`src/rtl/core_avl_bus_arbiter.sv`:
```
// core_avl_bus_arbiter: two-master Avalon-MM command arbiter with in-order read-response routing.
// Define CORE_AVL_ARB_RR_EN for round-robin contention; otherwise the LSU (m1) wins contention.
module core_avl_bus_arbiter #(
   parameter int OUTSTANDING = 4,
   parameter int AW          = 32,
   parameter int DW          = 32
) (
   input  logic            clk,
   input  logic            rest,
   input  logic [AW-1:0]   m0_address,
   input  logic            m0_read,
   output logic            m0_request_ready,
   output logic [DW-1:0]   m0_read_data,
   output logic            m0_read_data_valid,
   input  logic [AW-1:0]   m1_address,
   input  logic            m1_read,
   input  logic            m1_write,
   input  logic [DW/8-1:0] m1_byte_en,
   input  logic [DW-1:0]   m1_write_data,
   input  logic            m1_lock,
   output logic            m1_request_ready,
   output logic [DW-1:0]   m1_read_data,
   output logic            m1_read_data_valid,
   output logic [AW-1:0]   avl_address,
   output logic            avl_read,
   output logic            avl_write,
   output logic [DW/8-1:0] avl_byte_en,
   output logic [DW-1:0]   avl_write_data,
   input  logic            avl_request_ready,
   input  logic [DW-1:0]   avl_read_data,
   input  logic            avl_read_data_valid,
   output logic            err_unexpected_rsp
);
   localparam int PW = $clog2(OUTSTANDING);
   localparam int CW = PW + 1;
   localparam logic [CW-1:0] FULL_CNT = CW'(OUTSTANDING);

   logic                   grant_q, grant_d;
   logic                   held_q, held_d;
   logic                   err_q, err_d;
   logic [PW-1:0]          wr_ptr_q, wr_ptr_d;
   logic [PW-1:0]          rd_ptr_q, rd_ptr_d;
   logic [CW-1:0]          count_q, count_d;
   logic [OUTSTANDING-1:0] owner_q;

   logic req0, req1, eff_grant, gnt_req, gnt_rd, gnt_wr;
   logic fifo_full, fifo_empty, push, pop, head, cmd_acc;
`ifdef CORE_AVL_ARB_RR_EN
   logic last_q, last_d;
`endif

   // Effective grant: frozen while held, otherwise picked from this cycle's requests.
   always_comb begin
      req0      = m0_read;
      req1      = m1_read | m1_write;
      eff_grant = grant_q;
      if (!held_q) begin
         if (req0 && req1)
`ifdef CORE_AVL_ARB_RR_EN
            eff_grant = ~last_q;
`else
            eff_grant = 1'b1;
`endif
         else if (req1)
            eff_grant = 1'b1;
         else if (req0)
            eff_grant = 1'b0;
      end
   end

   always_comb begin
      fifo_full  = (count_q == FULL_CNT);
      fifo_empty = (count_q == '0);
      if (eff_grant) begin
         avl_address    = m1_address;
         avl_byte_en    = m1_byte_en;
         avl_write_data = m1_write_data;
         gnt_rd         = m1_read;
         gnt_wr         = m1_write;
         gnt_req        = req1;
      end else begin
         avl_address    = m0_address;
         avl_byte_en    = '1;
         avl_write_data = '0;
         gnt_rd         = m0_read;
         gnt_wr         = 1'b0;
         gnt_req        = req0;
      end
      // Full gating ignores a same-cycle pop so the read path never depends on the response path.
      avl_read         = gnt_rd & ~fifo_full & ~rest;
      avl_write        = gnt_wr & ~rest;
      cmd_acc          = avl_request_ready & (avl_read | avl_write);
      m0_request_ready = ~eff_grant & cmd_acc;
      m1_request_ready = eff_grant & cmd_acc;

      push = avl_read & avl_request_ready;
      pop  = avl_read_data_valid & ~fifo_empty & ~rest;
      head = owner_q[rd_ptr_q];
      m0_read_data       = avl_read_data;
      m1_read_data       = avl_read_data;
      m0_read_data_valid = pop & ~head;
      m1_read_data_valid = pop & head;
      err_unexpected_rsp = err_q;
   end

   always_comb begin
      held_d   = (gnt_req & ~avl_request_ready) | (eff_grant & m1_lock);
      grant_d  = eff_grant;
      wr_ptr_d = push ? wr_ptr_q + 1'b1 : wr_ptr_q;
      rd_ptr_d = pop ? rd_ptr_q + 1'b1 : rd_ptr_q;
      count_d  = count_q + {{(CW-1){1'b0}}, push} - {{(CW-1){1'b0}}, pop};
      err_d    = err_q | (avl_read_data_valid & fifo_empty);
   end

   always_ff @(posedge clk) begin
      if (rest) begin
         grant_q  <= 1'b0;
         held_q   <= 1'b0;
         wr_ptr_q <= '0;
         rd_ptr_q <= '0;
         count_q  <= '0;
         err_q    <= 1'b0;
      end else begin
         grant_q  <= grant_d;
         held_q   <= held_d;
         wr_ptr_q <= wr_ptr_d;
         rd_ptr_q <= rd_ptr_d;
         count_q  <= count_d;
         err_q    <= err_d;
      end
   end

   // Owner IDs carry no reset; validity is tracked by the pointers and count.
   always_ff @(posedge clk) begin
      if (push)
         owner_q[wr_ptr_q] <= eff_grant;
   end

`ifdef CORE_AVL_ARB_RR_EN
   always_comb last_d = cmd_acc ? eff_grant : last_q;

   always_ff @(posedge clk) begin
      if (rest)
         last_q <= 1'b0;
      else
         last_q <= last_d;
   end
`endif

endmodule

```
`config.mk`:
```
export PLATFORM = sky130hd
export DESIGN_NAME = core_avl_bus_arbiter
export DESIGN_NICKNAME = d
export VERILOG_FILES = /design/src/rtl/core_avl_bus_arbiter.sv
export SDC_FILE = /design/constraint.sdc
export NUM_CORES = 1
export LEC_CHECK = 0
export ABC_CLOCK_PERIOD_IN_PS = 3510
export BUFFER_PORTS_ARGS = -buffer_cell sky130_fd_sc_hd__buf_4
export CAP_MARGIN = 40
export CORE_AREA = 2 2 107 109
export CTS_CLUSTER_DIAMETER = 150
export CTS_CLUSTER_SIZE = 28
export DETAILED_ROUTE_END_ITERATION = 8
export DIE_AREA = 0 0 109 111
export PLACE_DENSITY = 0.55
export SLEW_MARGIN = 20
export SYNTH_ARGS = -nofsm -noshare
export SYNTH_HDL_FRONTEND = slang
export SYNTH_SLANG_ARGS = --single-unit
```
`constraint.sdc`:
```
create_clock -name clk -period 3.51 [get_ports clk]
set_clock_uncertainty 0.15 [all_clocks]
set_input_delay 0.8775 -clock clk [delete_from_list [all_inputs] [get_ports clk]]
set_output_delay 0.8775 -clock clk [all_outputs]
set_load 0.02 [all_outputs]
```
Yosys cells after proc, flatten, opt, wreduce, memory -nomap -nowiden
Cells that the tools add are included.
{"block": "word_totals", "reg_bits": 14, "latchBits": 0, "word_cells": 57, "rom_bits": 0, "mem_bits_rw": 0, "in_bits": 140, "mem_count": 0}
{"block": "classes", "n_eq_ne": 1, "n_mux": 15, "addsub": 4, "div": 0, "reduce_logical": 3, "n_bitwise": 24, "order_cmp": 3, "mul": 0, "n_shift": 0}
{"cell": "32-bit 2-to-1 mux", "count": 2}
{"cell": "1-bit bitwise AND", "count": 14}
{"cell": "1-bit 2-to-1 mux", "count": 9}
{"cell": "2-bit by 3-bit < comparator with 1-bit output (second input constant)", "count": 2}
{"cell": "1-bit inverter", "count": 6}
{"cell": "2-bit by 1-bit adder with 2-bit output (second input constant)", "count": 2}
{"cell": "4-bit bitwise mux", "count": 1}
{"cell": "4-bit 2-to-1 mux", "count": 1}
{"cell": "1-bit OR", "count": 4}
{"cell": "3-bit by 1-bit adder with 3-bit output", "count": 1}
{"cell": "3-bit == test (second input constant)", "count": 1}
{"cell": "3-bit logical NOT", "count": 1}
{"cell": "3-bit by 1-bit subtractor with 3-bit output", "count": 1}
{"cell": "1-bit binary-select mux with 2-bit select", "count": 1}
{"cell": "1-bit demux with 2-bit select", "count": 1}
{"cell": "2-bit by 1-bit greater-or-equal comparator with 1-bit output (second input constant)", "count": 1}
{"cell": "1-bit logical AND", "count": 2}

Depth between registers and ports, before layout
{"block": "logic_depth", "word_depth": 10, "mapped_depth": 11, "depth_no_buf": 11}

Least setup slack after synthesis
OpenSTA, ideal clock, no wires.
{"block": "synth_timing", "path_type": "input to output", "start": "in m1_write", "end": "out avl_read", "t_required_ns": 2.483, "t_arrival_ns": 2.067, "stages": 5, "slack_ns": 0.415, "cell_sequence": "nor2_2 a2bb2oi_4 buf_2 mux2i_1 nor3_1"}
{"block": "synth_via", "elab_chain_len": 7}
{"item": "start, declared", "line_no": "17", "rtl": "input logic m1_write,"}
{"item": "1-bit OR *", "line_no": "55", "rtl": "req1 = m1_read | m1_write;"}
{"item": "1-bit 2-to-1 mux or 1-bit logical AND (tied branches)", "line_no": "64, 58"}
{"item": "1-bit 2-to-1 mux *", "line_no": "58", "rtl": "if (req0 && req1)"}
{"item": "1-bit 2-to-1 mux *", "line_no": "57", "rtl": "if (!held_q) begin"}
{"item": "1-bit 2-to-1 mux *", "line_no": "74", "rtl": "if (eff_grant) begin"}
{"item": "1-bit bitwise AND * (2 in a row)", "line_no": "90", "rtl": "avl_read = gnt_rd & ~fifo_full & ~rest;"}
{"item": "end, declared", "line_no": "25", "rtl": "output logic avl_read,"}
Mark *: on every way between the ends. The rest lies on a longest branch, timed or not.

Worst setup path in the final report
{"block": "layout_timing", "start": "in m1_write", "end": "out avl_address[19]"}
{"block": "layout_via", "elab_chain_len": 5}
{"item": "1-bit OR *", "line_no": "55"}
{"item": "1-bit 2-to-1 mux or 1-bit logical AND (tied branches)", "line_no": "64, 58"}
{"item": "1-bit 2-to-1 mux *", "line_no": "58"}
{"item": "1-bit 2-to-1 mux *", "line_no": "57"}
{"item": "32-bit 2-to-1 mux *", "line_no": "74"}
{"item": "end, declared", "line_no": "24", "rtl": "output logic [AW-1:0] avl_address,"}
Marked as above.

==> impl_metrics.toml <==
[logic_synthesis]
synth_area_per_cell_um2 = 8.95
async_flop_share_pct = 0
ys_ff_latch = 14
synth_fp_nets = 359
yosys.area_share.adder_pct = 5.01
synthesis.area_um2 = 1900
synth_compound_area_share_pct = 3.30
yosys_warnings = 0
synth_flop_cell = "dfxtp_1"
synth_top_area_share_pct = 25.3
yosys.area_share.simple_pct = 21.7
netlist_top_cells_area = "buf_4, mux2_2, and2_1, dfxtp_1, edfxtp_1"
synth_mux_area_share_pct = 23.0
synth_top_family_by_area = "buffers and inverters"
synth_xor_area_share_pct = 1.85
yosysSeqAreaShare_pct = 16.9
synth-edff-count = 4
synth_top_area_cell = "buf_4"
synth_cell_types = 32
syn_inst = 212

[global_routing]
grt_antenna_before_repair = 0
gr-total-overflow = 0
grt_usage_pct = 8.62
grt_pass1_wl_um = 8470
grt_max_degree = 43
grt_pass1_vias = 1751

[clock_tree]
cts.sinks = 14
cts_hold_buf = 0
clock_path_buffers = 2
cts.clk_slew.worst_paths_ns = 0.05
cts_tree = "built"
postCtsSetupBuffers = 0
clock_latency_ns = 0.24
cts_buffers = 3
cts_root_buf = "clkbuf_16"
cts_resized = 0
cts_max_level = 1

[sta]
finalSetupViolCount = 0
worstMarginPinSlew_ns = 0.368
rsz0062_at_grt = "false"
max_freq_ghz = 0.315
hold_ws_ns = 0.318
drv_slew = 0
slew_headroom_pct = 75.4
finalCritPeriodShare_pct = 90.6
hold_viol_final = 0
finalSetupTns_ns = 0
min_period_ns = 3.18

[drt]
vias_per_cell = 3.71
routed_wl_um = 5670
routedWlPerCell_um = 12.0
drt_iter0_drc = 15
drc_errors = 0
vias = 1748
firstDrtPassIters = 3
ant_nets = 0

[placed_design]
place_congestion = 0.718
dpl.hpwl_um = 4830
port_buffers = 182
placed_cells = 468

[floorplanning]
die-area_um2 = 12100
dieHeight_um = 111
start_util_pct = 17.1
num_rows = 39
io_pins = 279
die_x_um = 109
coreArea_um2 = 11100

[critical_path]
crit_buf_inv = 3
slowest_stage = "mux2_2"
crit_family = "buffers and inverters"
path_cells = "buf_4, nor2_2, a2bb2oi_4, buf_12, mux2_2, buf_4"
critPathRequiredTime_ns = 2.48
critical_path_class = "in2out"
setup.worst_path.end_class = "primary output"
critical-path-max-stage-delay_ns = 0.39
critPathArrivalTime_ns = 2.15
cpMostUsedCell = "buf_4"
cp_max_fo = 35
start_kind = "input port"

[finish]
layout-drive-gt1-share_pct = 69.8
final_common_cell = "buf_4"
nets = 477
layout_common_cells = "buf_4, and2_1, mux2_2"
area_growth_pct = 60.1
num_antenna_cells = 0
final_cells = 471
final_core_util_pct = 27.4

[pwr]
p_total_mw = 1.05
power.density_nw_per_um2 = 345
leakage_nw = 1.48
vdd_drop_max_mv = 0.239

[status]
status = "completed"

[hold_path]
hp-class = "reg2reg"

[run]
cap_violations = 0
## metrics by stage
| stage | worst slack, ns | instance area (µm²) |
|---|---|---|
| finish | 0.331 | 3040 |
| global route | 0.265 | 3040 |
| CTS | 0.315 | 3040 |
| detailed placement | 0.320 | 2960 |
| global placement | 0.339 | 2960 |
| floorplan | 0.415 | 1900 |
## cell usage after synthesis (2+ instances only)
cell,number
buf_4,64
xnor2_1,2
nand2b_1,6
buf_2,3
nor3_1,3
ha_1,6
dfxtp_1,10
clkbuf_1,5
edfxtp_1,4
mux2_2,32
nor2b_1,6
and2_1,35
mux2i_1,2
and4bb_2,2
inv_1,5
nor2_1,9
xor2_1,2
a21oi_1,2
## power breakdown
| part | leakage [nW] | switching (mW) | internal, mW | total, mW |
|---|---|---|---|---|
| Combinational | 1.32 | 0.283 | 0.329 | 0.612 |
| Sequential | 0.118 | 0.0272 | 0.197 | 0.224 |
| Clock | 0.0370 | 0.0646 | 0.149 | 0.214 |
| Total | 1.48 | 0.375 | 0.675 | 1.05 |
## cells by family (layout without fill, tap and decap cells)
family	after synthesis	after routing
buffers and inverters	78	194
DFF	14	14
AOI/OAI and AO/OA	6	6
and+or+nand+nor	66	66
xor gates and xnor gates	4	4
adders and majority gates	7	7
muxes	37	37
## tightest hold or removal path, stage by stage, from the launching register on
cell and delay [ns]:
dfxtp_1 0.32, a21oi_1 0.04, nor2_1 0.07
## layer usage
layer,part of all wire (%),vias to the layer above,GRT usage [%]
met5,0,-,0
met4,0.63,0,1.37
met3,11,12,2.23
met2,53,117,16.7
met1,36,762,9.25
li1,-,857,-
## flip-flops by register name (all words and copies together), names as in the netlist
signal	count
owner_q	4
held_q	1
count_q	3
err_unexpected_rsp	1
rd_ptr_q	2
wr_ptr_q	2
grant_q	1
## area by class of cell
type / instances / area (µm²)
Tap cell: 143 / 179
Inverter: 6 / 22.5
Sequential cell: 14 / 320
Timing Repair Buffer: 185 / 1400
Clock buffer: 3 / 75.1
Multi-Input combinational cell: 120 / 1040
Fill cell: 1180 / 8040
## worst paths after layout
kind              cells after the start               start  slack, ns                 end
setup / recovery                      6            m1_write       0.33     avl_address[19]
setup reg to reg                     10          count_q[2]       0.92          count_q[2]
hold reg to reg                       2  err_unexpected_rsp       0.32  err_unexpected_rsp
hold / removal                        2  err_unexpected_rsp       0.32  err_unexpected_rsp
(Power assumes the default switching activity.)
